## src/rtl/fetch_controller.sv

```systemverilog
// Instruction fetch sequencer: walks the PC, handles decode stalls, branch
// redirects with a configurable bubble count, and a sticky end-of-program halt.
//
//   state  | meaning
//   -------+---------------------------------------------------------------
//   IDLE   | one cycle after reset release, nothing fetched yet
//   FETCH  | pc presented and consumed, sequential advance each cycle
//   STALL  | decode hazard, pc held, refetched when the stall drops
//   FLUSH  | redirect bubbles, IF/ID squashed, pc already at branch target
//   HALT   | sequential fetch reached HALT_PC, left only through reset
module fetch_controller #(
    parameter logic [31:0] RESET_PC     = 32'd0,
    parameter logic [31:0] HALT_PC      = 32'd48,
    parameter int          FLUSH_CYCLES = 1
) (
    input  logic        clk,
    input  logic        reset,
    input  logic        stall_flag,
    input  logic        branch_taken,
    input  logic [31:0] branch_target,
    output logic [31:0] pc,
    output logic [31:0] nextpc,
    output logic        fetch_valid,
    output logic        flush,
    output logic        stall_flag_out,
    output logic        halted
);

    localparam logic [2:0] S_IDLE  = 3'd0;
    localparam logic [2:0] S_FETCH = 3'd1;
    localparam logic [2:0] S_STALL = 3'd2;
    localparam logic [2:0] S_FLUSH = 3'd3;
    localparam logic [2:0] S_HALT  = 3'd4;

    // The entry cycle is one bubble, so the down-counter starts one short.
    localparam logic [1:0] BUB_LOAD = 2'(FLUSH_CYCLES - 1);

    logic [2:0]  state_q, state_d;
    logic [31:0] pc_q, pc_d;
    logic        fetch_valid_q, fetch_valid_d;
    logic        flush_q, flush_d;
    logic        stall_out_q, stall_out_d;
    logic        halted_q, halted_d;
    logic [1:0]  bub_q, bub_d;

    logic [31:0] pc_inc;
    logic [31:0] target_aligned;

    assign pc_inc         = pc_q + 32'd4;
    assign target_aligned = branch_target & ~32'h3;

    always_comb begin
        state_d       = state_q;
        pc_d          = pc_q;
        fetch_valid_d = 1'b0;
        flush_d       = 1'b0;
        stall_out_d   = stall_flag;
        halted_d      = halted_q;
        bub_d         = bub_q;

        case (state_q)
            S_IDLE: begin
                state_d       = S_FETCH;
                fetch_valid_d = 1'b1;
                stall_out_d   = 1'b0;
            end
            S_FETCH, S_STALL: begin
                if (branch_taken) begin
                    pc_d    = target_aligned;
                    flush_d = 1'b1;
                    bub_d   = BUB_LOAD;
                    state_d = S_FLUSH;
                end else if (stall_flag) begin
                    state_d = S_STALL;
                end else if (state_q == S_STALL) begin
                    state_d       = S_FETCH;
                    fetch_valid_d = 1'b1;
                end else if (pc_inc == HALT_PC) begin
                    pc_d     = HALT_PC;
                    halted_d = 1'b1;
                    state_d  = S_HALT;
                end else begin
                    pc_d          = pc_inc;
                    fetch_valid_d = 1'b1;
                end
            end
            S_FLUSH: begin
                if (branch_taken) begin
                    pc_d    = target_aligned;
                    flush_d = 1'b1;
                    bub_d   = BUB_LOAD;
                end else if (bub_q == 2'd0) begin
                    state_d       = S_FETCH;
                    fetch_valid_d = 1'b1;
                end else begin
                    flush_d = 1'b1;
                    bub_d   = bub_q - 2'd1;
                end
            end
            S_HALT: begin
                state_d = S_HALT;
            end
            default: begin
                state_d = S_IDLE;
            end
        endcase
    end

    always_ff @(posedge clk or posedge reset) begin
        if (reset) begin
            state_q       <= S_IDLE;
            pc_q          <= RESET_PC;
            fetch_valid_q <= 1'b0;
            flush_q       <= 1'b0;
            stall_out_q   <= 1'b0;
            halted_q      <= 1'b0;
            bub_q         <= 2'd0;
        end else begin
            state_q       <= state_d;
            pc_q          <= pc_d;
            fetch_valid_q <= fetch_valid_d;
            flush_q       <= flush_d;
            stall_out_q   <= stall_out_d;
            halted_q      <= halted_d;
            bub_q         <= bub_d;
        end
    end

    assign pc             = pc_q;
    assign nextpc         = pc_inc;
    assign fetch_valid    = fetch_valid_q;
    assign flush          = flush_q;
    assign stall_flag_out = stall_out_q;
    assign halted         = halted_q;

endmodule

```

## config.mk

```make
export PLATFORM = sky130hd
export DESIGN_NAME = fetch_controller
export DESIGN_NICKNAME = d
export VERILOG_FILES = /design/src/rtl/fetch_controller.sv
export SDC_FILE = /design/constraint.sdc
export NUM_CORES = 1
export LEC_CHECK = 0
export ABC_AREA = 1
export CORE_MARGIN = 5
export CORE_UTILIZATION = 30
export CTS_CLUSTER_DIAMETER = 150
export DETAILED_ROUTE_END_ITERATION = 12
export PLACE_DENSITY = 0.67
export SLEW_MARGIN = 30
export SYNTH_ARGS = -nofsm -noshare
export SYNTH_HDL_FRONTEND = slang
export SYNTH_SLANG_ARGS = --single-unit
```

## constraint.sdc

```tcl
create_clock -name clk -period 2.62 [get_ports clk]
set_input_delay 0.524 -clock clk [delete_from_list [all_inputs] [get_ports clk]]
set_output_delay 0.524 -clock clk [all_outputs]
set_load 0.005 [all_outputs]
```

==> out/metrics.yaml, run 1 <==
timing:
  finalSetupTns_ns: 0
  fmax_mhz: 395
  period_needed_ns: 2.53
  timing.final.crit_share_pct: 96.6
  slew_headroom_pct: 63.4
  tightest_slew_ns: 0.549
  finClkSkew_ns: 0.00873
  rsz0062_at_grt: "yes"
  slew_violations: 0
  setup_viol: 0
  hold_viol_final: 0
logic_synthesis:
  yosys.area.top_type: "dfrtp_1"
  syn-instance-count: 455
  yosysMostFrequentCell: "nand2_1"
  postSynth.asyncResetShare_pct: 100
  synth_edf_count: 0
  ys_top_cells_by_area: "dfrtp_1, nand2_1, inv_1"
  synth_top_cell_area_share_pct: 33.3
  synth-seq-cells: 39
  synth_ff_type: "dfrtp_1"
  syn_area_um2: 2930
  avgSynthCellArea_um2: 6.45
  synth_commonest_cells: "nand2_1, inv_1, nor2_1"
  yosys.cell_types.count: 29
  ys_warn_count: 0
  synth_seq_area_share_pct: 33.3
worst_setup_path:
  ff2ff_path_depth: 17
  r2r_start: "pc[3]"
  path_max_fanout: 4
  worstPathRequired_ns: 2.10
  worst_r2r_endpoint: "fetch_valid"
  path_class: "flop to output port"
  crit_arrival_ns: 2.01
  start_kind: "flop"
  reg2reg_slack_ns: 0.34
  crit_path_end_kind: "output port"
pwr:
  leakage_nw: 2.25
  power.density_nw_per_um2: 1210
  power_w: 0.00561
  max-vdd-ir-drop_mv: 0.657
clocking:
  cts_buffer_depth: 2
  clockRootBuffer: "clkbuf_8"
  path_clk_slew_ns: 0.09
  cts-htree-levels: 2
  clock_latency_ns: 0.30
  clock-sinks: 39
  cts_buffers: 5
  cts_tree: "yes"
cells_and_area:
  n_antenna_cell: 0
  drive_gt1_share_pct: 20.0
  multiInputGateArea_um2: 1810
  syn2layout_area_growth_pct: 58.1
  n_fill_cell: 990
  fin_nets: 627
  layout.cells.non_filler: 722
  seq_area_um2: 983
global_routing:
  grt_pass1_wl_mm: 16.4
  grt_overflow: 0
  track_usage_pct: 17.3
  antenna_found_initial: 0
  grt_pass1_vias: 3391
  grt_max_degree: 40
drt:
  ant_nets: 0
  vias: 3480
  vias_per_cell: 4.82
  routed_wl_mm: 10.3
  drc: 0
  dr.pass1.iters: 5
  routedWlPerCell_um: 14.3
  drtIter0Drc: 134
die:
  boundaryPins: 104
  die_x_um: 109
  core_um2: 9640
  die_y_um: 109
  std_cell_rows: 36
  start_util_pct: 30.4
  die-area_um2: 11900
placement:
  dp_hpwl_mm: 7.72
  dp.cells: 684
  gp_congestion: 0.911
  io_buffer_count: 97
job:
  drv_cap: 0
status:
  outcome: "complete, no violations"
min_path:
  whs_path_depth: 1
  hp-class: "flop to flop"
  min_to: "halted"
  hold_start: "halted"
-- logic make-up (layout without fill, tap and decap cells) --
family	Yosys count	after routing	share of synthesized area, %
AO/OA/AOI/OAI	75	75	15.3
XOR/XNOR	2	2	0.597
adder cells (fa/ha/maj)	3	3	1.28
buffers and inverters	72	203	9.73
flip-flops	39	39	33.3
other	1	4	0.128
AND/OR/NAND/NOR	263	263	39.7
-- routing by layer --
layer  vias up  global-route usage [%]  wire (µm)
met2       123                    28.6       5010
met1      1623                    22.2       4380
met5         -                       0          0
met3        20                    4.62        735
met4         0                    4.51        179
li1       1714                       -          -
-- per-stage QoR --
stage | utilization [%] | area [µm²] | setup WS [ns] | hold WS (ns)
after global placement | 42.5 | 4100 | 0.165 | 0.472
final | 48.1 | 4640 | 0.0900 | 0.503
after detailed placement | 42.5 | 4100 | 0.127 | 0.473
after global routing | 48.1 | 4640 | -0.0381 | 0.517
after floorplan | - | 2940 | 0.710 | 0.468
after CTS | 45.9 | 4430 | -0.0591 | 0.505
-- how the worst max path moves through the flow --
stage / from / endpoint / slack, ns / cells after the start
4_1_cts: pc[2] / nextpc[26] / -0.06 / 8
2_1_floorplan: pc[2] / fetch_valid / 0.71 / 14
5_1_grt: pc[2] / nextpc[28] / -0.04 / 10
3_5_place_dp: pc[2] / nextpc[20] / 0.13 / 8
6_report: pc[2] / nextpc[28] / 0.09 / 10
3_3_place_gp: pc[2] / nextpc[28] / 0.16 / 8
-- placed cells by master, fill, tap and decap left out, types with 3 or more instances in the layout --
master / n
a21oi_1: 30
a22oi_1: 24
buf_4: 39
clkbuf_8: 5
clkdlybuf4s50_1: 73
conb_1: 4
dfrtp_1: 33
dfrtp_2: 6
dlygate4sd2_1: 8
dlymetal6s2s_1: 16
inv_1: 55
nand2_1: 130
nand2_2: 24
nand2_4: 3
nand3_1: 22
nand4_1: 4
nor2_1: 43
nor2_2: 13
nor2_4: 12
nor3_1: 5
o21ai_0: 11
o21ai_1: 4
-- worst max-delay path, stage by stage, from the launching register on --
cell and delay (ns):
dfrtp_1 0.39, ha_2 0.23, nand2_2 0.08, nor2_4 0.16
buf_4 0.15, nand2_4 0.07, nor2_4 0.15, nand2_1 0.07
nand2_1 0.06, nand2_1 0.08, dlygate4sd2_1 0.27
-- flip-flops by register name, indices dropped and copies added (netlist names) --
| register | flops |
|---|---|
| fetch_valid | 1 |
| bub_q | 2 |
| halted | 1 |
| state_q | 3 |
| flush | 1 |
| pc | 30 |
| stall_flag_out | 1 |
-- repair_timing --
item	CTS	global route
gates cloned	0	0
endpoints found under the setup margin	20	19
hold buffers	0	0
pin swaps	12	11
buffers inserted	16	14
gates resized for setup	32	38
-- cell type report --
class | instances | share of cell area, %
clock buffer | 5 | 1.48
clock inverter | 3 | 1.46
inverter | 57 | 4.62
multi-input combinational | 347 | 39.1
sequential | 39 | 21.2
tap | 133 | 3.59
timing repair buffer | 138 | 28.6
-- power by group --
group	switching (W)	internal [W]	total, W
registers	0.000346	0.000911	0.00126
logic	0.00196	0.00177	0.00373
clock network	0.000241	0.000380	0.000622
Power figures use the tool's default switching activity.
==> inputs of run 2 (changes only) <==
--- a/config.mk
+++ b/config.mk
@@ -8,8 +8,9 @@
 export ABC_AREA = 1
 export CORE_MARGIN = 5
 export CORE_UTILIZATION = 30
-export CTS_CLUSTER_DIAMETER = 150
+export CTS_CLUSTER_DIAMETER = 120
 export DETAILED_ROUTE_END_ITERATION = 12
+export GPL_TIMING_DRIVEN = 0
 export PLACE_DENSITY = 0.67
 export SLEW_MARGIN = 30
 export SYNTH_ARGS = -nofsm -noshare
==> run 2 against run 1 <==
  * The flow now finishes with violations (negative setup slack)
  * Count of clock-buffer cells in the layout rose by 1
  * Sequential share of layout area about the same
  * Clock skew down 0.0013 ns
  * Clock power is 12% lower
  * Fmax decreased by 4.1%
  * Register-to-register slack lost 0.05 ns
  * Routed wire length up 2.5%
  * Critical path depth down 3
  * Non-clock buffer count grew 8
  * Hold slack worse by 0.034 ns
  * Final cell count increased by 1.1%
  * Combinational power grew 2%
  * Critical path type unchanged
  * Critical endpoint is now nextpc[27]
  * Largest power group unchanged
==> out/metrics.yaml, run 2 (synthesis results as in run 1) <==
status:
  outcome: "finished, violations left"
  violations: "negative setup slack"
timing:
  tightest_slew_ns: 0.557
  setup_viol: 2
  finClkSkew_ns: 0.00738
  rsz0062_at_grt: "yes"
  period_needed_ns: 2.64
  slew_headroom_pct: 62.9
  fmax_mhz: 379
  whs_ns: 0.469
  hold_viol_final: 0
  worst_slack_ns: -0.0171
  slew_violations: 0
  finalSetupTns_ns: -0.0292
  timing.final.crit_share_pct: 101
die:
  std_cell_rows: 36
  die_y_um: 109
  core_um2: 9640
  die_x_um: 109
  start_util_pct: 30.4
  die-area_um2: 11900
  boundaryPins: 104
drt:
  routedWlPerCell_um: 14.5
  drtIter0Drc: 210
  vias_per_cell: 4.84
  drc: 0
  routed_wl_mm: 10.6
  dr.pass1.iters: 6
  ant_nets: 0
  vias: 3530
clocking:
  clock-sinks: 39
  cts_buffers: 5
  cts_buffer_depth: 2
  clockRootBuffer: "clkbuf_8"
  cts-htree-levels: 2
  cts_tree: "yes"
  path_clk_slew_ns: 0.09
  clock_latency_ns: 0.30
pwr:
  max-vdd-ir-drop_mv: 0.697
  switching_power_w: 0.00260
  leakage_nw: 2.24
  comb_power_share_pct: 67.8
  pwr-share-seq_pct: 22.4
  p_clk_share_pct: 9.8
  power.density_nw_per_um2: 1200
  p_int_w: 0.00301
  switching_share_pct: 46.3
cells_and_area:
  final_cell_mix: "nand2_1, clkdlybuf4s50_1, inv_1"
  syn2layout_area_growth_pct: 58.8
  n_fill_cell: 959
  layout.cells.non_filler: 730
  drive_gt1_share_pct: 19.6
  n_antenna_cell: 0
  largest_reg_flops: 30
  fin_nets: 635
  final_common_cell: "nand2_1"
worst_setup_path:
  reg2reg_slack_ns: 0.29
  crit_buf_inv: 1
  start_kind: "flop"
  path_cells: "nand2_2, nor2_2, nand2_1, nor2_1, nand2_1, xor2_2, clkdlybuf4s50_1"
  worstPathRequired_ns: 2.10
  ff2ff_path_depth: 16
  path_max_fanout: 4
  r2r_start: "pc[3]"
  path_class: "flop to output port"
  worst_r2r_endpoint: "fetch_valid"
  cp_top_family: "simple AND/OR/NAND/NOR gates"
  crit_path_end_kind: "output port"
  cpMostUsedCell: "nand2_1"
  slowest_delay_ns: 0.54
  cp_num_cells: 7
  crit_arrival_ns: 2.11
  critPathSlowestCell: "clkdlybuf4s50_1"
placement:
  dp.cells: 689
  dp_hpwl_mm: 8.01
  io_buffer_count: 97
  gp_congestion: 0.927
  post-place-ws_ns: 0.0467
global_routing:
  grt_pass1_wl_mm: 16.4
  track_usage_pct: 17.3
  grt_pass1_vias: 3418
  grt_max_degree: 30
  antenna_found_initial: 0
  grt_overflow: 0
job:
  drv_cap: 0
min_path:
  hp-class: "input port to asynchronous set/reset pin"
run 2: changes by cell type in the layout (fill, tap and decap cells not counted), sizes merged:
cell,previous run,this run
clkdlybuf4s15,0,1
bufinv,2,1
clkbuf,5,19
clkinvlp,1,0
clkinv,0,1
dlygate4sd2,8,1
dlymetal6s2s,16,14
buf,41,38
clkdlybuf4s50,73,79
run 2: what timing repair did:
item / CTS / global route
gates resized for setup: 29 / 42
setup buffers: 10 / 23
pin swaps: 7 / 13
hold buffers: 0 / 0
endpoints found under the hold margin: 0 / 0
endpoints found under the setup margin: 21 / 17
run 2: final cells by class:
cell class / instances / area, µm² / area share (%)
plain buffers: 15 / 71.3 / 1.53
clock buffers: 6 / 82.6 / 1.77
clock inverters: 2 / 35.0 / 0.752
inverters: 57 / 214 / 4.59
multi-input cells: 347 / 1820 / 39.1
flip-flops and latches: 39 / 986 / 21.2
well taps: 133 / 166 / 3.57
repair buffers: 131 / 1280 / 27.5
run 2: through the flow:
step                      instance area [µm²]  power, W  utilization, %
after floorplan                          2940   0.00296               -
after global placement                   4080   0.00456            42.3
after detailed placement                 4100   0.00461            42.5
after CTS                                4380   0.00535            45.4
after global routing                     4660   0.00605            48.3
final                                    4660   0.00560            48.3
run 2: how the worst max path moves through the flow:
stage	startpoint	to	slack [ns]
finish	pc[12]	nextpc[27]	-0.02
global route	pc[14]	nextpc[27]	-0.19
CTS	pc[3]	nextpc[27]	-0.08
detailed placement	pc[2]	nextpc[27]	0.05
global placement	pc[2]	nextpc[27]	0.06
floorplan	pc[2]	fetch_valid	0.71
run 2: power by group through the flow:
stage | clock network (W) | logic [W] | registers, W
2_1_floorplan | 0 | 0.00176 | 0.00120
3_3_place_gp | 0 | 0.00330 | 0.00126
3_5_place_dp | 0 | 0.00335 | 0.00126
4_1_cts | 0.000552 | 0.00356 | 0.00124
5_1_grt | 0.000581 | 0.00417 | 0.00130
6_report | 0.000549 | 0.00380 | 0.00126
run 2: per-layer routing:
layer | wire length (µm) | GRT usage [%] | vias up
li1 | - | - | 1736
met1 | 4570 | 22.5 | 1634
met2 | 4970 | 28.7 | 144
met3 | 875 | 4.56 | 16
met4 | 144 | 4.06 | 0
met5 | 0 | 0 | -
